**src/rtl/extmem_arbiter_pkg.sv**
```systemverilog
// rtl/extmem_arbiter_pkg.sv - shared types and constants for the external memory arbiter
package extmem_arb_pkg;

    localparam int ADR_W          = 13;
    localparam int DATA_W         = 32;
    localparam int BE_W           = 4;
    localparam int LINE_WORDS_DEF = 4;
    localparam int STARVE_MAX_DEF = 4;

    typedef enum logic [1:0] {
        IDLE,
        DACC,
        IBURST,
        TURN
    } arb_state_t;

endpackage

```
**src/rtl/extmem_arbiter_if.sv**
```systemverilog
// rtl/extmem_arbiter_if.sv - requester and memory-side signals of the arbiter
interface extmem_arbiter_if;
    import extmem_arb_pkg::*;

    logic              i_req;
    logic [ADR_W-1:0]  i_adr;
    logic              i_ack;
    logic [DATA_W-1:0] i_rdata;
    logic              i_done;

    logic              d_req;
    logic              d_rwb;
    logic [ADR_W-1:0]  d_adr;
    logic [DATA_W-1:0] d_wdata;
    logic [BE_W-1:0]   d_byteen;
    logic              d_ack;
    logic [DATA_W-1:0] d_rdata;

    logic [ADR_W-1:0]  m_adr;
    logic [BE_W-1:0]   m_byteen;
    logic              m_rwb;
    logic              m_en;
    logic              m_drive;
    logic [DATA_W-1:0] m_wdata;
    logic [DATA_W-1:0] m_rdata;
    logic              m_done;

    modport master (
        input  i_req, i_adr, d_req, d_rwb, d_adr, d_wdata, d_byteen, m_rdata, m_done,
        output i_ack, i_rdata, i_done, d_ack, d_rdata,
        output m_adr, m_byteen, m_rwb, m_en, m_drive, m_wdata
    );

    modport slave (
        output i_req, i_adr, d_req, d_rwb, d_adr, d_wdata, d_byteen, m_rdata, m_done,
        input  i_ack, i_rdata, i_done, d_ack, d_rdata,
        input  m_adr, m_byteen, m_rwb, m_en, m_drive, m_wdata
    );

endinterface

```
**src/rtl/extmem_arbiter_burst_ctr.sv**
```systemverilog
// rtl/extmem_arbiter_burst_ctr.sv - word index counter for refill bursts
module burst_ctr #(
    parameter int W = 2
) (
    input  logic         clk,
    input  logic         rst_n,
    input  logic         clr,
    input  logic         en,
    output logic [W-1:0] cnt,
    output logic         tc
);

    always_ff @(posedge clk or negedge rst_n) begin
        if (!rst_n) begin
            cnt <= '0;
        end else if (clr) begin
            cnt <= '0;
        end else if (en) begin
            cnt <= cnt + W'(1);
        end
    end

    assign tc = &cnt;

endmodule

```
**src/rtl/extmem_arbiter.sv**
```systemverilog
// rtl/extmem_arbiter.sv - shares the external memory port between icache refills and data accesses
module extmem_arbiter
    import extmem_arb_pkg::*;
#(
    parameter int LINE_WORDS = LINE_WORDS_DEF,
    parameter int STARVE_MAX = STARVE_MAX_DEF
) (
    input  logic               ph1,
    input  logic               reset,
    extmem_arbiter_if.master   bus
);

    localparam int KW = $clog2(LINE_WORDS);
    localparam int SW = $clog2(STARVE_MAX + 1);

    arb_state_t        state;
    logic [SW-1:0]     streak;
    logic [KW-1:0]     k_cnt;
    logic [KW-1:0]     k_nxt;
    logic              k_tc;
    logic              grant_d;
    logic              grant_i;

    logic [ADR_W-1:0]  m_adr_q;
    logic [BE_W-1:0]   m_byteen_q;
    logic              m_rwb_q;
    logic              m_en_q;
    logic              m_drive_q;
    logic [DATA_W-1:0] m_wdata_q;
    logic              d_ack_q;
    logic [DATA_W-1:0] d_rdata_q;
    logic              i_ack_q;
    logic              i_done_q;
    logic [DATA_W-1:0] i_rdata_q;
    logic [KW-1:0]     unused_adr_lsb;

    assign unused_adr_lsb = bus.i_adr[KW-1:0];

    // Data wins ties until the refill has waited out STARVE_MAX data grants.
    assign grant_d = bus.d_req && (!bus.i_req || (streak < SW'(STARVE_MAX)));
    assign grant_i = bus.i_req && !grant_d;
    assign k_nxt   = k_cnt + KW'(1);

    burst_ctr #(.W(KW)) u_word_ctr (
        .clk   (ph1),
        .rst_n (reset),
        .clr   (state == IDLE),
        .en    ((state == IBURST) && bus.m_done),
        .cnt   (k_cnt),
        .tc    (k_tc)
    );

    always_ff @(posedge ph1 or negedge reset) begin
        if (!reset) begin
            state      <= IDLE;
            streak     <= '0;
            m_adr_q    <= '0;
            m_byteen_q <= '0;
            m_rwb_q    <= 1'b1;
            m_en_q     <= 1'b0;
            m_drive_q  <= 1'b0;
            m_wdata_q  <= '0;
            d_ack_q    <= 1'b0;
            d_rdata_q  <= '0;
            i_ack_q    <= 1'b0;
            i_done_q   <= 1'b0;
            i_rdata_q  <= '0;
        end else begin
            d_ack_q  <= 1'b0;
            i_ack_q  <= 1'b0;
            i_done_q <= 1'b0;
            case (state)
                IDLE: begin
                    if (grant_d) begin
                        state      <= DACC;
                        m_en_q     <= 1'b1;
                        m_adr_q    <= bus.d_adr;
                        m_rwb_q    <= bus.d_rwb;
                        m_byteen_q <= bus.d_rwb ? '0 : bus.d_byteen;
                        m_drive_q  <= !bus.d_rwb;
                        if (!bus.d_rwb) begin
                            m_wdata_q <= bus.d_wdata;
                        end
                        if (bus.i_req) begin
                            if (streak < SW'(STARVE_MAX)) begin
                                streak <= streak + SW'(1);
                            end
                        end else begin
                            streak <= '0;
                        end
                    end else if (grant_i) begin
                        state      <= IBURST;
                        m_en_q     <= 1'b1;
                        m_adr_q    <= {bus.i_adr[ADR_W-1:KW], {KW{1'b0}}};
                        m_rwb_q    <= 1'b1;
                        m_byteen_q <= '0;
                        m_drive_q  <= 1'b0;
                        streak     <= '0;
                    end
                end
                DACC: begin
                    if (bus.m_done) begin
                        state      <= TURN;
                        d_rdata_q  <= bus.m_rdata;
                        d_ack_q    <= 1'b1;
                        m_en_q     <= 1'b0;
                        m_drive_q  <= 1'b0;
                        m_rwb_q    <= 1'b1;
                        m_byteen_q <= '0;
                    end
                end
                IBURST: begin
                    if (bus.m_done) begin
                        i_rdata_q <= bus.m_rdata;
                        i_ack_q   <= 1'b1;
                        if (k_tc) begin
                            state    <= TURN;
                            i_done_q <= 1'b1;
                            m_en_q   <= 1'b0;
                        end else begin
                            m_adr_q <= {m_adr_q[ADR_W-1:KW], k_nxt};
                        end
                    end
                end
                TURN: begin
                    // Requests are deliberately ignored here so a requester can drop req on its ack.
                    state <= IDLE;
                end
                default: state <= IDLE;
            endcase
        end
    end

    assign bus.m_adr    = m_adr_q;
    assign bus.m_byteen = m_byteen_q;
    assign bus.m_rwb    = m_rwb_q;
    assign bus.m_en     = m_en_q;
    assign bus.m_drive  = m_drive_q;
    assign bus.m_wdata  = m_wdata_q;
    assign bus.d_ack    = d_ack_q;
    assign bus.d_rdata  = d_rdata_q;
    assign bus.i_ack    = i_ack_q;
    assign bus.i_done   = i_done_q;
    assign bus.i_rdata  = i_rdata_q;

endmodule
```
**src/flat_wrapper.sv**
```systemverilog
// flat-port wrapper written by rule: the top's interface ports become plain ports
module extmem_arbiter_flat import extmem_arb_pkg::*;
#(
    parameter int LINE_WORDS = LINE_WORDS_DEF,
    parameter int STARVE_MAX = STARVE_MAX_DEF
)
  (ph1, reset, bus_i_req, bus_i_adr, bus_d_req, bus_d_rwb, bus_d_adr, bus_d_wdata, bus_d_byteen, bus_m_rdata, bus_m_done, bus_i_ack, bus_i_rdata, bus_i_done, bus_d_ack, bus_d_rdata, bus_m_adr, bus_m_byteen, bus_m_rwb, bus_m_en, bus_m_drive, bus_m_wdata);
  extmem_arbiter_if bus_i ();
  input  logic ph1;
  input  logic reset;
  input wire logic [$bits(bus_i.i_req)-1:0] bus_i_req;
  input wire logic [$bits(bus_i.i_adr)-1:0] bus_i_adr;
  input wire logic [$bits(bus_i.d_req)-1:0] bus_d_req;
  input wire logic [$bits(bus_i.d_rwb)-1:0] bus_d_rwb;
  input wire logic [$bits(bus_i.d_adr)-1:0] bus_d_adr;
  input wire logic [$bits(bus_i.d_wdata)-1:0] bus_d_wdata;
  input wire logic [$bits(bus_i.d_byteen)-1:0] bus_d_byteen;
  input wire logic [$bits(bus_i.m_rdata)-1:0] bus_m_rdata;
  input wire logic [$bits(bus_i.m_done)-1:0] bus_m_done;
  output wire logic [$bits(bus_i.i_ack)-1:0] bus_i_ack;
  output wire logic [$bits(bus_i.i_rdata)-1:0] bus_i_rdata;
  output wire logic [$bits(bus_i.i_done)-1:0] bus_i_done;
  output wire logic [$bits(bus_i.d_ack)-1:0] bus_d_ack;
  output wire logic [$bits(bus_i.d_rdata)-1:0] bus_d_rdata;
  output wire logic [$bits(bus_i.m_adr)-1:0] bus_m_adr;
  output wire logic [$bits(bus_i.m_byteen)-1:0] bus_m_byteen;
  output wire logic [$bits(bus_i.m_rwb)-1:0] bus_m_rwb;
  output wire logic [$bits(bus_i.m_en)-1:0] bus_m_en;
  output wire logic [$bits(bus_i.m_drive)-1:0] bus_m_drive;
  output wire logic [$bits(bus_i.m_wdata)-1:0] bus_m_wdata;
  assign bus_i.i_req = bus_i_req;
  assign bus_i.i_adr = bus_i_adr;
  assign bus_i.d_req = bus_d_req;
  assign bus_i.d_rwb = bus_d_rwb;
  assign bus_i.d_adr = bus_d_adr;
  assign bus_i.d_wdata = bus_d_wdata;
  assign bus_i.d_byteen = bus_d_byteen;
  assign bus_i.m_rdata = bus_m_rdata;
  assign bus_i.m_done = bus_m_done;
  assign bus_i_ack = bus_i.i_ack;
  assign bus_i_rdata = bus_i.i_rdata;
  assign bus_i_done = bus_i.i_done;
  assign bus_d_ack = bus_i.d_ack;
  assign bus_d_rdata = bus_i.d_rdata;
  assign bus_m_adr = bus_i.m_adr;
  assign bus_m_byteen = bus_i.m_byteen;
  assign bus_m_rwb = bus_i.m_rwb;
  assign bus_m_en = bus_i.m_en;
  assign bus_m_drive = bus_i.m_drive;
  assign bus_m_wdata = bus_i.m_wdata;
  extmem_arbiter #(.LINE_WORDS(LINE_WORDS), .STARVE_MAX(STARVE_MAX)) u_core (.ph1(ph1), .reset(reset), .bus(bus_i));
endmodule
```
**config.mk**
```make
export PLATFORM = sky130hd
export DESIGN_NAME = extmem_arbiter_flat
export DESIGN_NICKNAME = d
export VERILOG_FILES = /design/src/rtl/extmem_arbiter_pkg.sv /design/src/rtl/extmem_arbiter_if.sv /design/src/rtl/extmem_arbiter_burst_ctr.sv /design/src/rtl/extmem_arbiter.sv /design/src/flat_wrapper.sv
export SDC_FILE = /design/constraint.sdc
export NUM_CORES = 1
export LEC_CHECK = 0
export ABC_AREA = 1
export ABC_CLOCK_PERIOD_IN_PS = 1800
export CAP_MARGIN = 30
export CORE_MARGIN = 2
export CORE_UTILIZATION = 43
export CTS_CLUSTER_SIZE = 16
export DETAILED_ROUTE_END_ITERATION = 10
export PLACE_DENSITY = 0.8
export SYNTH_ARGS = -nofsm -noshare
export SYNTH_HDL_FRONTEND = slang
export SYNTH_SLANG_ARGS = --single-unit
export TNS_END_PERCENT = 30
```
**constraint.sdc**
```tcl
create_clock -name ph1 -period 1.8 [get_ports ph1]
set_input_delay 0.36 -clock ph1 [delete_from_list [all_inputs] [get_ports ph1]]
set_output_delay 0.36 -clock ph1 [all_outputs]
set_load 0.05 [all_outputs]
```
After elaboration in Yosys (flattened, before gate mapping)
Index checks and enable logic that the tools add are counted.
- flip-flop bits (word level): 126
- input port bits: 100
- output and inout bits: 119
- word-level logic and storage cells: 92
- add/sub/neg operators: 2
- $lt $le $gt $ge: 1
- eq/ne operators: 9
- muxes and demuxes: 40
- bitwise operators: 2
- reductions and logical operators: 23
- operators with widths (cell ; number):
    2-to-1 mux 13 bit ; 3
    one-hot mux 13 bit (2 select lines) ; 1
    2-to-1 mux 2 bit ; 8
    2-to-1 mux 4 bit ; 4
    2-to-1 mux 1 bit ; 15
    2-to-1 mux 3 bit ; 4
    AND reduction 3 bit ; 4
    one-hot mux 2 bit (4 select lines) ; 1
    one-hot mux 4 bit (2 select lines) ; 1
    AND reduction 4 bit ; 2
    nonzero test 2 bit ; 4
    != test 2 bit, second input constant ; 3
    AND reduction 2 bit ; 3
    AND reduction 5 bit ; 1
    == test 2 bit, second input constant ; 2
    one-hot mux 1 bit (2 select lines) ; 2
    adder 3 x 1 -> 3 bit, second input constant ; 1
    logical AND 1 bit ; 3
    zero test 1 bit ; 3
    < comparator 3 bit, second input constant ; 1
    != test 3 x 1 -> 1 bit, second input constant ; 1
    != test 3 bit, second input constant ; 1
    one-hot mux 1 bit (3 select lines) ; 1
    nonzero test 3 bit ; 1
    6 further kinds ; 7

Logic depth before layout (Yosys ltp)
Gate-level depths: netlist of the first run.
- depth in word-level cells: 8
- depth in mapped cells: 9
- mapped depth without buffers: 9

Modules after synthesis
From an unflattened synthesis of the first run, not the netlist that was laid out.
- cell total of the unflattened synthesis: 598
- area, all modules: 5271.3 um^2
- modules (own cells, without submodules) (module ; times used ; cells each ; area each (um^2) ; seq. area each (um^2)):
    extmem_arbiter ; 1 ; 586 ; 5173.7 ; 3104.2
    burst_ctr ; 1 ; 12 ; 97.6 ; 50.0

Worst setup path after synthesis of the first run
OpenSTA, ideal clock, no wires.
- kind: flip-flop to flip-flop
- start: register u_core.state[0]
- end: register u_core.m_wdata_q[10], in the netlist u_core.bus.m_wdata[10]
- setup time: 0.118 ns
- arrival time: 1.441 ns
- required time: 1.682 ns
- slack: 0.241 ns
- cell stages (with the launch flop): 7
- path buffers: 1
- period minus slack after synthesis: 1.559 ns
- cell sequence: dfrtp_1 inv_1 ha_1 inv_2 nor3_4 buf_6 o21ai_2
- longest elaborated chain between the ends: 2
- RTL lines (item ; line ; source):
    start, declared ; extmem_arbiter.sv:16 ; arb_state_t state;
    start signal, assigned ; extmem_arbiter.sv:55 ; state <= IDLE;
    start signal, assigned ; extmem_arbiter.sv:75 ; state <= DACC;
    start signal, assigned ; extmem_arbiter.sv:92 ; state <= IBURST;
    zero test 2 bit ; extmem_arbiter.sv:72 ; case (state)
    AND reduction 3 bit (no source line) ; n/a ;
    end signal, assigned ; extmem_arbiter.sv:82 ; m_wdata_q <= bus.d_wdata;
    end, declared ; extmem_arbiter.sv:29 ; logic [DATA_W-1:0] m_wdata_q;
No other way between the ends.
A chain may end at the register's enable or synchronous reset.

Worst setup path in the final report of the first run
- start: register u_core.state[1]
- end: register u_core.m_wdata_q[22], in the netlist u_core.bus.m_wdata[22]
Same word-level chain as after synthesis.

==> summary.md, run 1 <==
| Metric | Value |
|---|---|
| Status | finished clean |
| # DRC | 0 |
| PD cells | 2212 nW/µm² |
| Reg2reg start | u_core.state[1]$_DFFE_PN0P_ |
| Post-Syn Area per Cell | 9.121 µm² |
| Total track usage | 0.2105 |
| Unique cell type count in the Yosys netlist | 25 |
| CTS root buf | clkbuf_16 |
| Main combinational cell family by area after synthesis | simple AND/OR/NAND/NOR gates |
| Global-route wire length before repair | 21540 µm |
| CP Capture Type | flop |
| Psw | 8.570 mW |
| Global placement routability congestion | 0.8492 |
| 1st-pass router iterations | 5 |
| Sink Count | 126 |
| Total gr overflow | 0 |
| Leakage power | 4.209 nW |
| Starting Density | 0.4397 |
| Vias | 4638 |
| # placed instances | 941 |
| Share of the synthesized area in the top cell type | 0.5923 |
| Synth Register Bits | 126 |
| Top-level port count | 219 |
| Setup violators final | 0 |
| Core area | 12010 µm² |
| Worst path arrival time | 2.01 ns |
| Largest net degree at the start of global routing | 66 |
| Post-CTS setup buffer count | 0 |
| Worst r2r path cells | 8 |
| Initial antenna violation count | 0 |
| Share of cells above drive strength 1 | 0.2603 |
| Final Skew | 0.004227 ns |
| Site Rows | 40 |
| Hold Crit Class | in2async |
| Largest cells by area after synthesis | dfrtp_1 59%, nand2_1 14%, o21ai_0 7.3% |
| Ys Warns | 0 |
| Final hold vios | 0 |
| Nets | 920 |
| Register area share after synthesis | 0.5973 |
| Max Root-Sink Buffers | 2 |
| Mapped Cells | 579 |
| Syn nets | 685 |
| Yosys top cell by area | dfrtp_1 |
| Initial drt markers | 275 |
| I/O Buffers | 216 |
| RSZ-0062 raised after global routing | no |
| Slew Viols, Final | 0 |
| Post-route insts no fill | 973 |
| Multiplexer share of the synthesized area | 0 |
| TritonCTS clock tree | built |
| Max IR drop VDD | 1.356 mV |
| Crit path max fanout | 16 |
| Max-cap violations | 0 |
| Die X-Extent | 114.8 µm |
| Post-synthesis xor/xnor area fraction | 0 |
| Clk slew on worst S/H paths | 0.06 ns |
| Combinational share of power | 0.528 |
| Post-Synth Simple-Gate Area | 0.1725 |
| Worst setup SP type | flop |
| Number of flops mapped to enable cells by yosys | 0 |
| Skew-Pair Late Insertion Delay | 0.41 ns |
| Setup TNS | 0 ns |
| Power Internal | 9.444 mW |
| Clock power frac | 0.200 |
| Die area | 13180 µm² |
| Compound-Gate Fraction of Synth Area | 0.1263 |
| FFs w/ async S/R, synth | 1.000 |
| Vias in the first global route | 4685 |
| Crit. Startpoint | u_core.state[1]$_DFFE_PN0P_ |
| Final setup margin | 0.1271 ns |
| Total CTS buffers | 17 |
| Detail Route Antenna Nets | 0 |
| Post-Syn Area | 5281 µm² |
| Final WL | 13610 µm |
| Switching part of the total power | 0.4757 |
| CP required | 2.14 ns |
| Die height | 114.8 µm |
| Crit path kind | reg2reg |
| Final min period | 1.673 ns |
| Seq pwr share | 0.272 |
| Vias/cell | 4.767 |
| Tightest Pin Transition | 0.4402 ns |
| Max Fclk | 597.7 MHz |
| WL/cell | 13.99 µm |
| Period utilization | 0.9294 |
| DP Wirelength | 10140 µm |
| Slew HR | 0.7065 |
| Fraction of the mapped netlist area in adder cells | 0.01421 |
| # diodes | 0 |
| Ys flop type | dfrtp_1 |
| Pre-CTS setup slack | -0.1199 ns |
| Area grow syn2layout | 54.23% |
| H-tree depth | 4 |
[cell type report]
type / instances / area, µm²
fill: 909 / 3866
clock buffer: 21 / 470.5
inverter: 84 / 315.3
tap: 147 / 183.9
clock inverter: 10 / 161.4
timing repair buffer: 242 / 2197
multi-input combinational: 343 / 1663
sequential: 126 / 3154
[metrics by stage]
| step | hold slack, ns | power (mW) | util | cell area [µm²] |
|---|---|---|---|---|
| 6_report | 0.4366 | 18.01 | 0.6781 | 8145 |
| 5_1_grt | 0.4586 | 18.95 | 0.6781 | 8145 |
| 2_1_floorplan | 0.06441 | 11.26 | - | 5281 |
| 3_3_place_gp | 0.3327 | 14.24 | 0.6243 | 7498 |
| 3_5_place_dp | 0.3359 | 14.47 | 0.6243 | 7498 |
| 4_1_cts | 0.4345 | 18.16 | 0.6777 | 8140 |
[cells in the final DEF (no fill, tap or decap), types with 2 or more instances in the layout]
cell type and count:
nand2_1 197, buf_4 134, dfrtp_1 125, clkdlybuf4s50_1 96, inv_1 83, o21ai_0 77
o21ai_2 30, clkbuf_16 17, buf_12 11, nand4_1 10, ha_1 6, nor2_1 5
nand3_1 5, nand2_2 4, bufinv_16 4, clkbuf_8 3, clkinvlp_4 3, clkinv_2 2
[logic make-up (layout without fill, tap and decap cells)]
logic type               after synthesis  in the layout
adder cells (fa/ha/maj)                6              6
buffers and inverters                110            357
AND/OR/NAND/NOR                      227            227
AO/OA/AOI/OAI                        110            110
flip-flops                           126            126
[flip-flops by register name, summed over array words and instances, names as in the netlist]
name and flops:
u_core.bus.m_drive 1, u_core.bus.m_adr 13, u_core.bus.i_rdata 32, u_core.bus.d_rdata 32, u_core.bus.d_ack 1, u_core.bus.i_done 1, u_core.bus.m_wdata 32, u_core.bus.i_ack 1
u_core.bus.m_byteen 4, u_core.bus.m_rwb 1, u_core.u_word_ctr.cnt 2, u_core.state 2, u_core.streak 3, u_core.bus.m_en 1
[final timing paths]
check / to / slack (ns)
min in group ph1: u_core.bus.m_adr[7]$_DFFE_PN0P_ / 0.47
min: u_core.bus.d_rdata[1]$_DFFE_PN0P_ / 0.44
max: u_core.bus.m_wdata[22]$_DFFE_PN0P_ / 0.13
min reg2reg: u_core.bus.m_adr[7]$_DFFE_PN0P_ / 0.47
max reg2reg: u_core.bus.m_wdata[22]$_DFFE_PN0P_ / 0.13
max in group asynchronous: u_core.bus.m_rwb$_DFFE_PN1P_ / 0.74
[power by group through the flow]
stage / registers (mW) / logic [mW] / clock network (mW)
2_1_floorplan: 9.06 / 2.21 / 0
3_3_place_gp: 4.84 / 9.40 / 0
3_5_place_dp: 4.91 / 9.56 / 0
4_1_cts: 4.91 / 9.58 / 3.68
5_1_grt: 5.04 / 10.1 / 3.79
6_report: 4.90 / 9.51 / 3.61
[critical path, stage by stage (launching register included)]
cell	delay [ns]
dfrtp_1	0.40
inv_1	0.11
ha_1	0.27
inv_2	0.10
nor3_4	0.24
buf_12	0.18
buf_12	0.15
nand2_1	0.08
o21ai_2	0.06
[metal layers]
metal  vias to the layer above  track usage  part of all wire
met1                      2167       0.2373              0.40
met2                       197       0.3562              0.49
met3                        13      0.08962              0.10
met5                         -            0                 0
met4                         0      0.08112             0.011
li1                       2261            -                 -
[synthesized netlist by cell type, types with 2 or more instances]
master and n:
nand4_1 10, o21ai_0 77, clkbuf_1 10, o21ai_2 30
dfrtp_1 125, buf_4 2, inv_1 83, nand3_1 5
buf_6 6, ha_1 6, nand2_1 200, buf_2 7
nor2_1 6
[what timing repair did]
action | CTS | global route
hold buffers | 1 | 0
gates resized for setup | 0 | 2
setup endpoints to repair | 0 | 17
hold endpoints to repair | 28 | 0
Power figures use the tool's default switching activity.
==> inputs of run 2 (changes only) <==
--- a/config.mk
+++ b/config.mk
@@ -12,7 +12,9 @@
 export CORE_UTILIZATION = 43
 export CTS_CLUSTER_SIZE = 16
 export DETAILED_ROUTE_END_ITERATION = 10
+export HOLD_SLACK_MARGIN = 0.03
 export PLACE_DENSITY = 0.8
+export SKIP_CTS_REPAIR_TIMING = 1
 export SYNTH_ARGS = -nofsm -noshare
 export SYNTH_HDL_FRONTEND = slang
 export SYNTH_SLANG_ARGS = --single-unit
==> results of run 2 <==
Final layout, timing and power as in run 1 (identical DEF).
Among the figures that moved: wire length of the first global-routing pass 21540 µm -> 21530 µm; via count of the first global-routing pass 4685 -> 4678; overall routing resource usage 0.2105 -> 0.2103; met1 usage 0.2373 -> 0.2376; met3 usage 0.08962 -> 0.08856
==> inputs of run 3 (changes only) <==
--- a/config.mk
+++ b/config.mk
@@ -12,7 +12,8 @@
 export CORE_UTILIZATION = 43
 export CTS_CLUSTER_SIZE = 16
 export DETAILED_ROUTE_END_ITERATION = 10
-export HOLD_SLACK_MARGIN = 0.03
+export HOLD_SLACK_MARGIN = 0.12
+export MAX_ROUTING_LAYER = met4
 export PLACE_DENSITY = 0.8
 export SKIP_CTS_REPAIR_TIMING = 1
 export SYNTH_ARGS = -nofsm -noshare
==> summary.md, run 3 (synthesis gave the netlist of run 1 again) <==
| Metric | Value |
|---|---|
| Total CTS buffers | 17 (unchanged) |
| Starting Density | 0.4397 (unchanged) |
| Clk slew on worst S/H paths | 0.06 ns (about the same) |
| Final min period | 1.672 ns (-0.001136 ns) |
| H-tree depth | 4 (unchanged) |
| Max Fclk | 598.2 MHz (about the same) |
| Max-cap violations | 0 (unchanged) |
| Initial antenna violation count | 0 (unchanged) |
| Worst setup SP type | flop |
| Area grow syn2layout | 54.23% (unchanged) |
| Commonest cells after routing, fill and taps aside | 197 x nand2_1, 134 x buf_4, 125 x dfrtp_1, 96 x clkdlybuf4s50_1, 83 x inv_1 |
| RSZ-0062 raised after global routing | no |
| Most common cell after layout, fill and taps aside | nand2_1 |
| Vias/cell | 4.771 (about the same) |
| CP required | 2.14 ns (about the same) |
| Slew HR | 0.7048 (-0.001767) |
| Worst r2r path cells | 8 (unchanged) |
| Total power | 18.02 mW (about the same) |
| Core area | 12010 µm² (unchanged) |
| CTS root buf | clkbuf_16 |
| Tightest Pin Transition | 0.4429 ns (+0.002652 ns) |
| Max Root-Sink Buffers | 2 (unchanged) |
| Vias | 4642 (+0.086%) |
| Share of cells above drive strength 1 | 0.2603 (unchanged) |
| Crit path kind | reg2reg |
| Max IR drop VDD | 1.358 mV (about the same) |
| Reg2Reg Setup Slack | 0.13 ns (about the same) |
| Setup violators final | 0 (unchanged) |
| Final WL | 13650 µm (+0.29%) |
| TritonCTS clock tree | built |
| R2r endpoint | u_core.bus.m_wdata[22]$_DFFE_PN0P_ |
| Leakage power | 4.209 nW (unchanged) |
| Setup TNS | 0 ns (unchanged) |
| Skew-Pair Late Insertion Delay | 0.41 ns (about the same) |
| PD cells | 2213 nW/µm² (about the same) |
| I/O Buffers | 216 (unchanged) |
| Crit path max fanout | 16 (unchanged) |
| Nets | 920 (unchanged) |
| Top-level port count | 219 (unchanged) |
| Crit path largest cell delay | 0.40 ns (about the same) |
| Global placement routability congestion | 0.8626 (+1.6%) |
| Largest net degree at the start of global routing | 66 (unchanged) |
| # fillers | 909 (unchanged) |
| Die height | 114.8 µm (unchanged) |
| Initial drt markers | 285 (+3.6%) |
| DP Wirelength | 10140 µm (unchanged) |
| # DRC | 0 (unchanged) |
| Reg2reg start | u_core.state[1]$_DFFE_PN0P_ |
| Final hold vios | 0 (unchanged) |
| Slew Viols, Final | 0 (unchanged) |
| CP Capture Type | flop |
| Die X-Extent | 114.8 µm (unchanged) |
| Worst path arrival time | 2.01 ns (about the same) |
| Global-route wire length before repair | 21570 µm |
| Status | finished clean |
| Sink Count | 126 (unchanged) |
| Slowest library cell on the worst path | dfrtp_1 |
| Total gr overflow | 0 (unchanged) |
| Detail Route Antenna Nets | 0 (unchanged) |
| 1st-pass router iterations | 5 (unchanged) |
| Site Rows | 40 (unchanged) |
| Die area | 13180 µm² (unchanged) |
| Total track usage | 0.2177 |
| Hold Crit Class | in2async |
| Period utilization | 0.9288 (about the same) |
| Hold_ws | 0.4341 ns (-0.002562 ns) |
| WL/cell | 14.03 µm (+0.29%) |
| Critical-path cell list | inv_1 -> ha_1 -> inv_2 -> nor3_4 -> buf_12 -> buf_12 -> nand2_1 -> o21ai_2 |
| Vias in the first global route | 4670 |
| Cell repeated most along the worst path | buf_12 |
| Final Skew | 0.007193 ns (+0.002966 ns) |
| # diodes | 0 (unchanged) |
==> run 3: cell counts in the layout (fill, tap and decap cells not counted) <==
Identical to the previous run, type by type.
==> run 3: routing by layer <==
metal  routed length [µm]  global-route usage  part of all wire  vias to the layer above
met2                 6706              0.3542              0.49                      189
li1                     -                   -                 -                     2263
met3                 1136             0.06958             0.083                       21
met1                 5604              0.2539              0.41                     2169
met4                  206             0.08112             0.015                        0
met5                    0                   -                 0                        -
==> run 3: area by class of cell <==
cell class                      count  area [µm²]  share of cell area
Multi-Input combinational cell    343        1663              0.2041
Inverter                           84       315.3             0.03871
Sequential cell                   126        3154              0.3873
Timing Repair Buffer              242        2197              0.2697
Clock inverter                     10       161.4             0.01982
Clock buffer                       21       470.5             0.05776
Tap cell                          147       183.9             0.02258
==> run 3: through the flow <==
stage	cells	utilization	area, µm²	worst slack [ns]
final	973	0.6781	8145	0.1282
after global routing	973	0.6781	8145	0.02074
after CTS	972	0.6769	8130	0.09859
after detailed placement	941	0.6243	7498	-0.1199
after global placement	941	0.6243	7498	-0.1199
after floorplan	579	-	5281	0.2412
==> run 3: where the power goes <==
group / switching, mW / internal, mW / leakage (nW)
sequential: 0.762 / 4.14 / 1.58
clock: 1.20 / 2.41 / 0.301
combinational: 6.62 / 2.89 / 2.32
total: 8.58 / 9.44 / 4.21
==> run 3: worst max-delay path by stage <==
stage                           startpoint                            endpoint  cells after the start
6_report       u_core.state[1]$_DFFE_PN0P_  u_core.bus.m_wdata[22]$_DFFE_PN0P_                      8
5_1_grt        u_core.state[1]$_DFFE_PN0P_  u_core.bus.m_byteen[2]$_DFFE_PN0P_                      7
4_1_cts        u_core.state[1]$_DFFE_PN0P_  u_core.bus.m_byteen[1]$_DFFE_PN0P_                      8
3_5_place_dp                     bus_i_req     u_core.bus.m_adr[5]$_DFFE_PN0P_                      8
3_3_place_gp                     bus_i_req     u_core.bus.m_adr[8]$_DFFE_PN0P_                      8
2_1_floorplan  u_core.state[0]$_DFFE_PN0P_  u_core.bus.m_wdata[10]$_DFFE_PN0P_                      6
==> run 3: critical path, delay by kind of cell, from the launching register on <==
| family | cells | cell delay, ns |
|---|---|---|
| DFF | 1 | 0.40 |
| adders and majority gates | 1 | 0.27 |
| AOI/OAI and AO/OA | 1 | 0.06 |
| and+or+nand+nor | 2 | 0.32 |
| buffers and inverters | 4 | 0.54 |
